File: src/rtl/aes_spi_master_if.sv
`default_nettype none
// ============================================================================
// Module   : aes_spi_master_if
// Brief    : Host-side request/result bus plus the serial link to the Slave.
// Revision : 1.0 - initial release
// ============================================================================
interface aes_spi_master_if;
    logic         start;
    logic [1:0]   size;
    logic [127:0] msg_in;
    logic [255:0] key_in;
    logic         SOMI;
    logic         SIMO;
    logic         CSS;
    logic         mode;
    logic         busy;
    logic         done;
    logic [127:0] result_out;

    modport master (
        input  start, size, msg_in, key_in, SOMI,
        output SIMO, CSS, mode, busy, done, result_out
    );

    modport slave (
        output start, size, msg_in, key_in, SOMI,
        input  SIMO, CSS, mode, busy, done, result_out
    );
endinterface
`default_nettype wire

File: src/rtl/aes_spi_master.sv
`default_nettype none
// ============================================================================
// Module   : aes_spi_master
// Brief    : Serialises plaintext and key to the AES SPI Slave, then collects
//            the 128-bit ciphertext after the core latency.
// Revision : 1.0 - initial release
// ============================================================================
module aes_spi_master #(
    parameter int WAIT_CYCLES = 64,
    parameter int MSG_W       = 128
) (
    input  wire logic        clk,
    input  wire logic        reset,
    aes_spi_master_if.master bus
);

    localparam logic [2:0] S_IDLE     = 3'd0;
    localparam logic [2:0] S_SEND_MSG = 3'd1;
    localparam logic [2:0] S_SEND_KEY = 3'd2;
    localparam logic [2:0] S_WAIT     = 3'd3;
    localparam logic [2:0] S_RECV     = 3'd4;
    localparam logic [2:0] S_DONE     = 3'd5;

    logic [2:0]       state_q, state_d;
    logic [8:0]       cnt_q, cnt_d;
    logic [MSG_W-1:0] msg_q, msg_d;
    logic [255:0]     key_q, key_d;
    logic [1:0]       size_q, size_d;
    logic [MSG_W-1:0] shift_q, shift_d;
    logic [MSG_W-1:0] result_q, result_d;
    logic             simo_q, simo_d;
    logic             css_q, css_d;
    logic             mode_q, mode_d;
    logic             busy_q, busy_d;
    logic             done_q, done_d;
    logic [8:0]       key_len;

    // size=11 is treated as a 256-bit key
    always_comb begin
        case (size_q)
            2'b00:   key_len = 9'd128;
            2'b01:   key_len = 9'd192;
            default: key_len = 9'd256;
        endcase
    end

    always_comb begin
        state_d  = state_q;
        cnt_d    = cnt_q;
        msg_d    = msg_q;
        key_d    = key_q;
        size_d   = size_q;
        shift_d  = shift_q;
        result_d = result_q;
        simo_d   = simo_q;
        css_d    = css_q;
        mode_d   = mode_q;
        busy_d   = busy_q;
        done_d   = 1'b0;

        case (state_q)
            S_IDLE: begin
                if (bus.start) begin
                    msg_d   = bus.msg_in;
                    key_d   = bus.key_in;
                    size_d  = bus.size;
                    css_d   = 1'b0;
                    busy_d  = 1'b1;
                    simo_d  = bus.msg_in[0];
                    cnt_d   = 9'd1;
                    state_d = S_SEND_MSG;
                end
            end
            S_SEND_MSG: begin
                if (cnt_q == 9'(MSG_W)) begin
                    simo_d  = key_q[0];
                    cnt_d   = 9'd1;
                    state_d = S_SEND_KEY;
                end else begin
                    simo_d = msg_q[cnt_q[6:0]];
                    cnt_d  = cnt_q + 9'd1;
                end
            end
            S_SEND_KEY: begin
                // cnt == key_len means the last key bit has had its full cycle
                if (cnt_q == key_len) begin
                    mode_d  = 1'b1;
                    simo_d  = 1'b0;
                    cnt_d   = 9'd0;
                    state_d = S_WAIT;
                end else begin
                    simo_d = key_q[cnt_q[7:0]];
                    cnt_d  = cnt_q + 9'd1;
                end
            end
            S_WAIT: begin
                if (cnt_q == 9'(WAIT_CYCLES - 1)) begin
                    cnt_d   = 9'd0;
                    state_d = S_RECV;
                end else begin
                    cnt_d = cnt_q + 9'd1;
                end
            end
            S_RECV: begin
                shift_d[cnt_q[6:0]] = bus.SOMI;
                if (cnt_q == 9'(MSG_W - 1)) begin
                    cnt_d   = 9'd0;
                    state_d = S_DONE;
                end else begin
                    cnt_d = cnt_q + 9'd1;
                end
            end
            S_DONE: begin
                result_d = shift_q;
                done_d   = 1'b1;
                css_d    = 1'b1;
                mode_d   = 1'b0;
                busy_d   = 1'b0;
                cnt_d    = 9'd0;
                state_d  = S_IDLE;
            end
            default: begin
                state_d = S_IDLE;
                cnt_d   = 9'd0;
            end
        endcase
    end

    always_ff @(posedge clk or negedge reset) begin
        if (!reset) begin
            state_q  <= S_IDLE;
            cnt_q    <= 9'd0;
            msg_q    <= '0;
            key_q    <= '0;
            size_q   <= 2'b00;
            shift_q  <= '0;
            result_q <= '0;
            simo_q   <= 1'b0;
            css_q    <= 1'b1;
            mode_q   <= 1'b0;
            busy_q   <= 1'b0;
            done_q   <= 1'b0;
        end else begin
            state_q  <= state_d;
            cnt_q    <= cnt_d;
            msg_q    <= msg_d;
            key_q    <= key_d;
            size_q   <= size_d;
            shift_q  <= shift_d;
            result_q <= result_d;
            simo_q   <= simo_d;
            css_q    <= css_d;
            mode_q   <= mode_d;
            busy_q   <= busy_d;
            done_q   <= done_d;
        end
    end

    assign bus.SIMO       = simo_q;
    assign bus.CSS        = css_q;
    assign bus.mode       = mode_q;
    assign bus.busy       = busy_q;
    assign bus.done       = done_q;
    assign bus.result_out = result_q;

endmodule
`default_nettype wire

File: src/flat_wrapper.sv
// flat-port wrapper written by rule: the top's interface ports become plain ports
module aes_spi_master_flat 
#(
    parameter int WAIT_CYCLES = 64,
    parameter int MSG_W       = 128
)
  (clk, reset, bus_start, bus_size, bus_msg_in, bus_key_in, bus_SOMI, bus_SIMO, bus_CSS, bus_mode, bus_busy, bus_done, bus_result_out);
  aes_spi_master_if bus_i ();
  input  wire logic clk;
  input  wire logic reset;
  input wire logic [$bits(bus_i.start)-1:0] bus_start;
  input wire logic [$bits(bus_i.size)-1:0] bus_size;
  input wire logic [$bits(bus_i.msg_in)-1:0] bus_msg_in;
  input wire logic [$bits(bus_i.key_in)-1:0] bus_key_in;
  input wire logic [$bits(bus_i.SOMI)-1:0] bus_SOMI;
  output wire logic [$bits(bus_i.SIMO)-1:0] bus_SIMO;
  output wire logic [$bits(bus_i.CSS)-1:0] bus_CSS;
  output wire logic [$bits(bus_i.mode)-1:0] bus_mode;
  output wire logic [$bits(bus_i.busy)-1:0] bus_busy;
  output wire logic [$bits(bus_i.done)-1:0] bus_done;
  output wire logic [$bits(bus_i.result_out)-1:0] bus_result_out;
  assign bus_i.start = bus_start;
  assign bus_i.size = bus_size;
  assign bus_i.msg_in = bus_msg_in;
  assign bus_i.key_in = bus_key_in;
  assign bus_i.SOMI = bus_SOMI;
  assign bus_SIMO = bus_i.SIMO;
  assign bus_CSS = bus_i.CSS;
  assign bus_mode = bus_i.mode;
  assign bus_busy = bus_i.busy;
  assign bus_done = bus_i.done;
  assign bus_result_out = bus_i.result_out;
  aes_spi_master #(.WAIT_CYCLES(WAIT_CYCLES), .MSG_W(MSG_W)) u_core (.clk(clk), .reset(reset), .bus(bus_i));
endmodule
File: config.mk
export PLATFORM = sky130hd
export DESIGN_NAME = aes_spi_master_flat
export DESIGN_NICKNAME = d
export VERILOG_FILES = /design/src/rtl/aes_spi_master_if.sv /design/src/rtl/aes_spi_master.sv /design/src/flat_wrapper.sv
export SDC_FILE = /design/constraint.sdc
export NUM_CORES = 1
export LEC_CHECK = 0
export BUFFER_PORTS_ARGS = -buffer_cell sky130_fd_sc_hd__buf_2
export CAP_MARGIN = 25
export CORE_ASPECT_RATIO = 1.4
export CORE_MARGIN = 5
export CORE_UTILIZATION = 45
export DETAILED_ROUTE_END_ITERATION = 7
export PLACE_DENSITY = 0.67
export SLEW_MARGIN = 20
export SYNTH_ARGS = -nofsm -noshare
export SYNTH_HDL_FRONTEND = slang
export SYNTH_SLANG_ARGS = --single-unit
File: constraint.sdc
create_clock -name clk -period 7.4 [get_ports clk]
set_clock_uncertainty 0.05 [all_clocks]
set_input_delay 1.11 -clock clk [delete_from_list [all_inputs] [get_ports clk]]
set_output_delay 1.11 -clock clk [all_outputs]
set_load 0.05 [all_outputs]
==> impl_metrics.env, run 1 <==
export IMPL_synth_cells=1942
export IMPL_cp_required_ns=7.81
export IMPL_die_w_um=223
export IMPL_cts_sinks=659
export IMPL_ff_latch_area_um2=16500
export IMPL_track_usage_pct=23.2
export IMPL_yosysTopAreaCell="dfrtp_1"
export IMPL_clock_root_buffer="clkbuf_16"
export IMPL_die_y_um=309
export IMPL_irDropWorstVdd_uv=278
export IMPL_synthFlopType="dfrtp_1"
export IMPL_routed_via_count=18293
export IMPL_crit_type="reg -> reg"
export IMPL_portBuffers=522
export IMPL_grt_max_degree=180
export IMPL_netlist_area_leader_share_pct=57.4
export IMPL_cts_buffer_depth=3
export IMPL_layout_nets=2830
export IMPL_dpl_cell_count=3195
export IMPL_fill_cells=5313
export IMPL_clk_pin_slew_worst_paths_ns=0.06
export IMPL_yosysSeqAreaShare_pct=57.5
export IMPL_via_per_inst=5.45
export IMPL_ys_types=59
export IMPL_fin_tns_setup_ns=0
export IMPL_critical_path_cell_chain="buf_4, ha_1, nor4bb_1, nand3_1, o311a_1, a311oi_1, nor2_1, a21oi_1, a31oi_1"
export IMPL_coreArea_um2=63100
export IMPL_die_area_um2=68900
export IMPL_dr_first_iter_drc_count=1325
export IMPL_place_hpwl_um=57600
export IMPL_cts_tree="built"
export IMPL_cts_resized=0
export IMPL_timing_final_crit_share_pct=53.1
export IMPL_antenna_found_initial=45
export IMPL_worst_pin_slew_ns=1.14
export IMPL_htreeDepth=3
export IMPL_worstPathArrival_ns=4.34
export IMPL_endpoint_kind="flop"
export IMPL_cp_num_buf_inv=1
export IMPL_wirelength_um=81300
export IMPL_synthTopCellsByArea="dfrtp_1, mux2_2, mux4_2, nand2_1, mux2i_1"
export IMPL_critPathTopFamily="flip-flops"
export IMPL_slew_viol_final=0
export IMPL_fmax_mhz=254
export IMPL_grt_first_pass_wirelength_um=123000
export IMPL_syn_area_per_cell_um2=14.8
export IMPL_cp_slowest_stage_delay_ns=0.96
export IMPL_setup_viol=0
export IMPL_rsz0062_at_grt="false"
export IMPL_start_util_pct=45.4
export IMPL_stdcell_count=3356
export IMPL_ios=523
export IMPL_drc=0
export IMPL_cts_buffers=67
export IMPL_rows=109
export IMPL_start_kind="flop"
export IMPL_slowest_stage="dfrtp_4"
export IMPL_gp_congestion=0.849
export IMPL_routedWlPerCell_um=24.2
export IMPL_hp_class="reg -> reg"
export IMPL_async_reset_ff_share_pct=100
export IMPL_post_cts_setup_buffers=0
export IMPL_p_leak_nw=15.6
export IMPL_yosys_warnings=0
export IMPL_grt_pass1_vias=20153
export IMPL_hold_viol_final=0
export IMPL_synth_seq_cells=659
export IMPL_slew_headroom_pct=23.5
export IMPL_layout_min_cycle_time_ns=3.93
export IMPL_insertion_delay_ns=0.59
export IMPL_multi_input_area_um2=11500
export IMPL_postCtsHoldBufs=0
export IMPL_drt_pass1_iter_count=5
export IMPL_drive_gt1_share_pct=56.4
export IMPL_grt_ovfl_total=0
export IMPL_synth_edff_count=0
export IMPL_area_growth_pct=20.1
export IMPL_syn_area_um2=28700
export IMPL_status="complete, no violations"
export IMPL_syn_nets=2334
export IMPL_ant_nets=0
export IMPL_drv_cap=0
export IMPL_powerDensity_nw_per_um2=367
export IMPL_crit_fanout=42
## cell usage after synthesis, drive strengths merged (2+ instances only)
library cell    n
a22oi          12
a311oi          3
o31ai           2
o22ai           5
a221oi         12
a41oi           2
inv             9
a211oi          8
a31oi           3
o21ai          15
nor4            4
a21o            2
buf            87
nand2b          8
mux2          646
mux4           75
or4             2
nand4           3
nand3          20
ha              2
o211ai          6
o41ai           3
nor4bb          2
and2            3
mux2i          51
nor3           10
o21bai          3
nor2           32
a21oi          24
a2111oi         3
nor2b           8
and4            3
dfrtp         658
clkbuf         43
nand2         160
nor3b           2
## final timing paths
check	startpoint	to	slack (ns)	cells past startpoint
hold reg to reg	u_core.shift_q[36]	u_core.shift_q[36]	0.45	1
min in group asynchronous	reset	u_core.bus.result_out[98]	0.51	1
setup / recovery	u_core.cnt_q[0]	u_core.cnt_q[7]	3.47	9
max in group asynchronous	reset	u_core.key_q[242]	5.22	3
hold / removal	u_core.shift_q[36]	u_core.shift_q[36]	0.45	1
setup reg to reg	u_core.cnt_q[0]	u_core.cnt_q[7]	3.47	9
## report_power, final
part | internal, mW | switching, mW | total (mW)
sequential | 4.75 | 0.796 | 5.55
combinational | 2.00 | 1.70 | 3.69
clock | 1.98 | 1.42 | 3.40
total | 8.73 | 3.91 | 12.6
## registers in the layout, indices dropped and copies added (netlist names)
signal	count
u_core.key_q	256
u_core.bus.result_out	128
u_core.bus.done	1
u_core.shift_q	128
u_core.bus.CSS	1
u_core.size_q	2
u_core.bus.SIMO	1
u_core.bus.busy	1
u_core.msg_q	128
u_core.cnt_q	9
u_core.state_q	3
u_core.bus.mode	1
## final cells by class
| cell class | instances | share of cell area (%) |
|---|---|---|
| tap | 832 | 3.02 |
| inverter | 9 | 0.0981 |
| multi-input combinational | 1144 | 33.5 |
| sequential | 659 | 47.9 |
| clock buffer | 97 | 5.79 |
| antenna | 35 | 0.254 |
| timing repair buffer | 557 | 8.74 |
| clock inverter | 23 | 0.618 |
## routing by layer
layer / part of all wire, % / vias to the layer above / global-route usage, %
li1: - / 8086 / -
met1: 39 / 9440 / 27.9
met4: 3.9 / 22 / 9.75
met2: 51 / 573 / 39.8
met5: 0.14 / - / 0
met3: 6.4 / 172 / 6.19
## cell families after synthesis
group	synth area share, %
AO/OA/AOI/OAI	2.64
multiplexers	33.1
flip-flops	57.5
buffers and inverters	2.38
AND/OR/NAND/NOR	4.17
XOR/XNOR	0.0611
adder cells (fa/ha/maj)	0.0873
## cells in the final DEF, fill, tap and decap left out, types with 13 or more instances in the layout
| master | count |
|---|---|
| a21oi_1 | 24 |
| buf_2 | 520 |
| buf_4 | 27 |
| clkbuf_16 | 69 |
| clkbuf_8 | 16 |
| clkinv_2 | 13 |
| dfrtp_1 | 655 |
| diode_2 | 35 |
| mux2_2 | 646 |
| mux2i_1 | 51 |
| mux4_2 | 68 |
| nand2_1 | 159 |
| nand3_1 | 20 |
| nor2_1 | 28 |
| o21ai_0 | 15 |
## stage by stage
stage	setup WS (ns)	area, um2	util [%]	hold slack [ns]	total power [mW]
floorplan	4.72	28700	-	0.422	8.02
detailed placement	3.45	32000	50.7	0.437	9.36
CTS	3.44	34200	54.2	0.447	12.8
global placement	3.52	32000	50.7	0.432	9.18
global route	3.19	34400	54.5	0.460	13.3
finish	3.47	34400	54.5	0.447	12.6
Note: power is estimated with default switching activity, not from simulation.
==> run 2, diff against run 1 <==
--- a/config.mk
+++ b/config.mk
@@ -11,7 +11,7 @@
 export CORE_MARGIN = 5
 export CORE_UTILIZATION = 45
 export DETAILED_ROUTE_END_ITERATION = 7
-export PLACE_DENSITY = 0.67
+export PLACE_DENSITY = 0.69
 export SLEW_MARGIN = 20
 export SYNTH_ARGS = -nofsm -noshare
 export SYNTH_HDL_FRONTEND = slang
==> constraint.sdc (replaced) <==
create_clock -name clk -period 3.2 [get_ports clk]
set_clock_uncertainty 0.05 [all_clocks]
set_input_delay 0.48 -clock clk [delete_from_list [all_inputs] [get_ports clk]]
set_output_delay 0.48 -clock clk [all_outputs]
set_load 0.05 [all_outputs]
==> run 2 against run 1 <==
Effect of this change: worst hold slack lost 0.41 ns; sequential share of layout area shrank 0.74 points; first-iteration DRC count down 12%; cell count increased by 1.3%; via count up 1.9%; sequential power rose by 130%; clock power is 130% higher; worst setup slack got worse by 3.2 ns; power increased by 130%; count of clock-buffer cells in the layout decreased by 6; register-to-register slack lost 3.2 ns; critical endpoint is now u_core.bus.SIMO; largest cell class unchanged; highest routed layer unchanged.
==> impl_metrics.env, run 2 (synthesis results as in run 1) <==
export IMPL_coreArea_um2=63100
export IMPL_die_w_um=223
export IMPL_via_per_inst=5.48
export IMPL_rsz0062_at_grt="false"
export IMPL_final_area_um2=35000
export IMPL_final_common_cell="dfrtp_1"
export IMPL_worst_pin_slew_ns=0.919
export IMPL_totalPowerFinal_mw=29.5
export IMPL_status="complete, no violations"
export IMPL_final_cell_mix="dfrtp_1, mux2_2, buf_2"
export IMPL_insertion_delay_ns=0.62
export IMPL_drc=0
export IMPL_wirelength_um=83000
export IMPL_layout_nets=2889
export IMPL_cp_required_ns=3.67
export IMPL_clock_root_buffer="clkbuf_16"
export IMPL_regMostFlops="u_core.key_q"
export IMPL_die_area_um2=68900
export IMPL_multi_input_area_um2=11500
export IMPL_hold_viol_final=0
export IMPL_htreeDepth=2
export IMPL_fin_tns_setup_ns=0
export IMPL_post_cts_setup_buffers=0
export IMPL_track_usage_pct=23.6
export IMPL_grt_first_pass_wirelength_um=125000
export IMPL_place_hpwl_um=61400
export IMPL_drive_gt1_share_pct=56.5
export IMPL_whs_ns=0.0393
export IMPL_endpoint_kind="flop"
export IMPL_slew_headroom_pct=38.7
export IMPL_routedWlPerCell_um=24.4
export IMPL_hp_class="in -> reg"
export IMPL_postCtsHoldBufs=20
export IMPL_rows=109
export IMPL_clk_pin_slew_worst_paths_ns=0.07
export IMPL_ant_nets=0
export IMPL_timing_final_crit_share_pct=91.2
export IMPL_grt_ovfl_total=0
export IMPL_setup_viol=0
export IMPL_layout_min_cycle_time_ns=2.92
export IMPL_cts_buffers=61
export IMPL_antenna_found_initial=31
export IMPL_gp_congestion=0.918
export IMPL_p_leak_nw=15.9
export IMPL_start_kind="flop"
export IMPL_largest_reg_flops=256
export IMPL_cts_buffer_depth=3
export IMPL_powerDensity_nw_per_um2=844
export IMPL_fill_cells=5127
export IMPL_start_util_pct=45.4
export IMPL_crit_fanout=26
export IMPL_slew_viol_final=0
export IMPL_die_y_um=309
export IMPL_cts_sinks=659
export IMPL_crit_type="reg -> reg"
export IMPL_worstPathArrival_ns=3.39
export IMPL_grt_pass1_vias=20300
export IMPL_ios=523
export IMPL_irDropWorstVdd_uv=508
export IMPL_grt_max_degree=95
export IMPL_ff_latch_area_um2=16500
export IMPL_cts_resized=0
export IMPL_area_growth_pct=21.9
export IMPL_drv_cap=0
export IMPL_routed_via_count=18648
export IMPL_portBuffers=522
export IMPL_dr_first_iter_drc_count=1164
export IMPL_drt_pass1_iter_count=5
export IMPL_stdcell_count=3400
export IMPL_dpl_cell_count=3246
export IMPL_postPlaceCellArea_um2=32600
export IMPL_cts_tree="built"
export IMPL_fmax_mhz=342
run 2: power by group:
| part | internal (mW) | switching, mW |
|---|---|---|
| sequential | 11.0 | 1.83 |
| clock | 4.61 | 3.17 |
| combinational | 4.91 | 3.98 |
| total | 20.5 | 8.99 |
run 2: final cells by class:
class / count / area share [%]
sequential: 659 / 47.2
tap: 832 / 2.98
clock buffer: 91 / 5.15
timing repair buffer: 622 / 10.4
antenna: 20 / 0.143
clock inverter: 23 / 1.03
inverter: 9 / 0.0966
multi-input combinational: 1144 / 33.0
run 2: critical path, stage by stage, from the launching register on:
cell and delay (ns):
dfrtp_4 0.73, buf_4 0.42, mux2i_1 0.13, a211oi_1 0.38, a22oi_1 0.17, a311oi_1 0.51
a311oi_1 0.12, o32ai_1 0.28
run 2: per-layer routing:
layer,track usage (%),vias to the layer above,part of all wire [%]
met2,41.2,625,52
met4,9.22,22,4.0
met1,28.5,9616,38
met3,5.48,180,6.4
met5,0,-,0.13
li1,-,8205,-
run 2: final timing paths:
path,cells after the start,from,slack [ns],endpoint
setup / recovery,7,u_core.cnt_q[2],0.28,u_core.bus.SIMO
hold / removal,2,bus_key_in[107],0.04,u_core.key_q[107]
setup reg to reg,7,u_core.cnt_q[2],0.28,u_core.bus.SIMO
hold reg to reg,2,u_core.bus.CSS,0.44,u_core.bus.CSS
max in group asynchronous,3,reset,1.73,u_core.msg_q[14]
min in group asynchronous,2,reset,0.39,u_core.shift_q[22]
run 2: per-stage QoR:
stage / util [%] / setup slack, ns
6_report: 55.4 / 0.280
5_1_grt: 55.3 / 0.109
4_1_cts: 55.3 / 0.151
3_5_place_dp: 51.6 / 0.167
3_3_place_gp: 51.6 / 0.215
2_1_floorplan: - / 0.524
==> run 3, diff against run 2 <==
--- a/config.mk
+++ b/config.mk
@@ -9,9 +9,10 @@
 export CAP_MARGIN = 25
 export CORE_ASPECT_RATIO = 1.4
 export CORE_MARGIN = 5
-export CORE_UTILIZATION = 45
+export CORE_UTILIZATION = 51
 export DETAILED_ROUTE_END_ITERATION = 7
-export PLACE_DENSITY = 0.69
+export PLACE_DENSITY = 0.77
+export REMOVE_ABC_BUFFERS = 1
 export SLEW_MARGIN = 20
 export SYNTH_ARGS = -nofsm -noshare
 export SYNTH_HDL_FRONTEND = slang
==> run 3 against run 2 <==
Effect of this change: power rose by 0.48%; first-iteration DRC count rose by 24%; sequential power barely moved; worst setup slack got worse by 0.10 ns; non-clock buffer count fell by 15; worst hold slack improved by 0.019 ns; critical endpoint is now u_core.cnt_q[7].
==> impl_metrics.env, run 3 (synthesis results as in run 1) <==
export IMPL_status="complete, no violations"
export IMPL_postPlaceCellArea_um2=32600
export IMPL_cts_tree="built"
export IMPL_cts_buffers=66
export IMPL_clock_root_buffer="clkbuf_16"
export IMPL_utilization_pct=62.7
export IMPL_worstPathArrival_ns=3.41
export IMPL_critPathTopFamily="compound AO/OA/AOI/OAI gates"
export IMPL_endpoint_kind="flop"
export IMPL_rows=102
export IMPL_irDropWorstVdd_uv=561
export IMPL_setup_ws_ns=0.178
export IMPL_cts_sinks=659
export IMPL_grt_ovfl_total=0
export IMPL_gp_congestion=0.921
export IMPL_critical_path_cell_chain="buf_12, ha_1, nor4bb_1, nand3_1, o311a_1, a311oi_1, nor2_1, a21oi_1, a31oi_1"
export IMPL_ios=523
export IMPL_via_per_inst=5.79
export IMPL_slew_headroom_pct=31.6
export IMPL_htreeDepth=3
export IMPL_largest_reg_flops=256
export IMPL_die_w_um=210
export IMPL_dr_first_iter_drc_count=1448
export IMPL_p_leak_nw=15.9
export IMPL_slew_viol_final=0
export IMPL_die_y_um=291
export IMPL_track_usage_pct=26.7
export IMPL_grt_pass1_vias=20841
export IMPL_fmax_mhz=331
export IMPL_cp_required_ns=3.59
export IMPL_final_common_cell="dfrtp_1"
export IMPL_hold_viol_final=0
export IMPL_clk_pin_slew_worst_paths_ns=0.06
export IMPL_crit_type="reg -> reg"
export IMPL_place_hpwl_um=60800
export IMPL_cp_num_buf_inv=1
export IMPL_start_util_pct=51.6
export IMPL_die_area_um2=61100
export IMPL_final_area_um2=34800
export IMPL_insertion_delay_ns=0.60
export IMPL_grt_max_degree=84
export IMPL_routed_via_count=18957
export IMPL_cp_slowest_stage_delay_ns=0.56
export IMPL_wirelength_um=82300
export IMPL_ant_nets=0
export IMPL_fill_cells=4174
export IMPL_drc=0
export IMPL_layout_nets=2879
export IMPL_powerDensity_nw_per_um2=851
export IMPL_antenna_found_initial=16
export IMPL_layout_min_cycle_time_ns=3.02
export IMPL_drv_cap=0
export IMPL_rsz0062_at_grt="false"
export IMPL_portBuffers=522
export IMPL_setup_viol=0
export IMPL_slowest_stage="dfrtp_4"
export IMPL_hp_class="in -> reg"
export IMPL_cts_buffer_depth=3
export IMPL_timing_final_crit_share_pct=94.4
export IMPL_pre_cts_ws_ns=0.345
export IMPL_routedWlPerCell_um=25.1
export IMPL_crit_fanout=12
export IMPL_start_kind="flop"
export IMPL_area_growth_pct=21.5
export IMPL_multi_input_area_um2=11500
export IMPL_drt_pass1_iter_count=6
export IMPL_grt_first_pass_wirelength_um=126000
export IMPL_totalPowerFinal_mw=29.6
export IMPL_final_cell_mix="dfrtp_1, mux2_2, buf_2"
export IMPL_worst_pin_slew_ns=1.02
export IMPL_ff_latch_area_um2=16500
export IMPL_coreArea_um2=55500
export IMPL_post_cts_setup_buffers=0
export IMPL_regMostFlops="u_core.key_q"
export IMPL_drive_gt1_share_pct=57.4
==> run 3: cell count changes in the layout (fill, tap and decap cells not counted), moves of 3 or more <==
| cell | delta |
|---|---|
| clkinv_2 | +3 |
| diode_2 | -12 |
| dlygate4sd3_1 | -19 |
| buf_4 | -6 |
| buf_12 | +10 |
| clkbuf_16 | +4 |
| bufinv_16 | -4 |
| clkbuf_1 | -6 |
| clkinvlp_4 | +4 |
==> run 3: path summary, 6_finish.rpt <==
kind,startpoint,slack (ns),to,cells past startpoint
worst max-delay path,u_core.cnt_q[0],0.18,u_core.cnt_q[7],9
min in group asynchronous,reset,0.49,u_core.msg_q[87],2
worst min-delay path,bus_key_in[84],0.06,u_core.key_q[84],2
worst max register to register,u_core.cnt_q[0],0.18,u_core.cnt_q[7],9
worst min register to register,u_core.bus.busy,0.45,u_core.bus.busy,2
max in group asynchronous,reset,1.57,u_core.msg_q[121],4
==> run 3: layout make-up <==
type / instances / area share (%)
sequential: 659 / 47.4
multi-input combinational: 1144 / 33.1
timing repair buffer: 607 / 10.3
clock buffer: 91 / 5.48
tap: 728 / 2.62
clock inverter: 29 / 0.934
inverter: 9 / 0.0970
antenna: 8 / 0.0575
==> run 3: repair_timing <==
item                                    4_1_cts  5_1_grt
gates resized for setup                       0        0
hold buffers                                  1        0
endpoints found under the setup margin        0        0
hold endpoints to repair                     67        0
==> run 3: worst reg2reg max path: stages (launching register included) <==
cell and delay, ns:
dfrtp_4 0.56, buf_12 0.20, ha_1 0.30, nor4bb_1 0.42, nand3_1 0.17, o311a_1 0.23
a311oi_1 0.52, nor2_1 0.16, a21oi_1 0.19, a31oi_1 0.07
==> run 3: layer usage <==
metal	part of all wire [%]	routed length [um]	global-route usage (%)	vias to the layer above
li1	-	-	-	8168
met1	37	30400	32.0	9885
met2	53	43700	47.0	695
met3	5.5	4550	4.68	199
met4	4.4	3640	11.8	10
met5	0.075	62	0	-
==> run 3: report_power, final <==
group,switching (mW),internal [mW]
logic,3.88,4.91
clock network,3.31,4.61
registers,1.92,11.0
total,9.11,20.5
==> run 3: stage by stage <==
step	instances	TNS, ns	hold slack (ns)
2_1_floorplan	1812	-3198.87	0.134
3_3_place_gp	3146	0	0.423
3_5_place_dp	3146	0	0.433
4_1_cts	3267	0	0.0272
5_1_grt	3272	0	0.0394
6_report	3275	0	0.0583
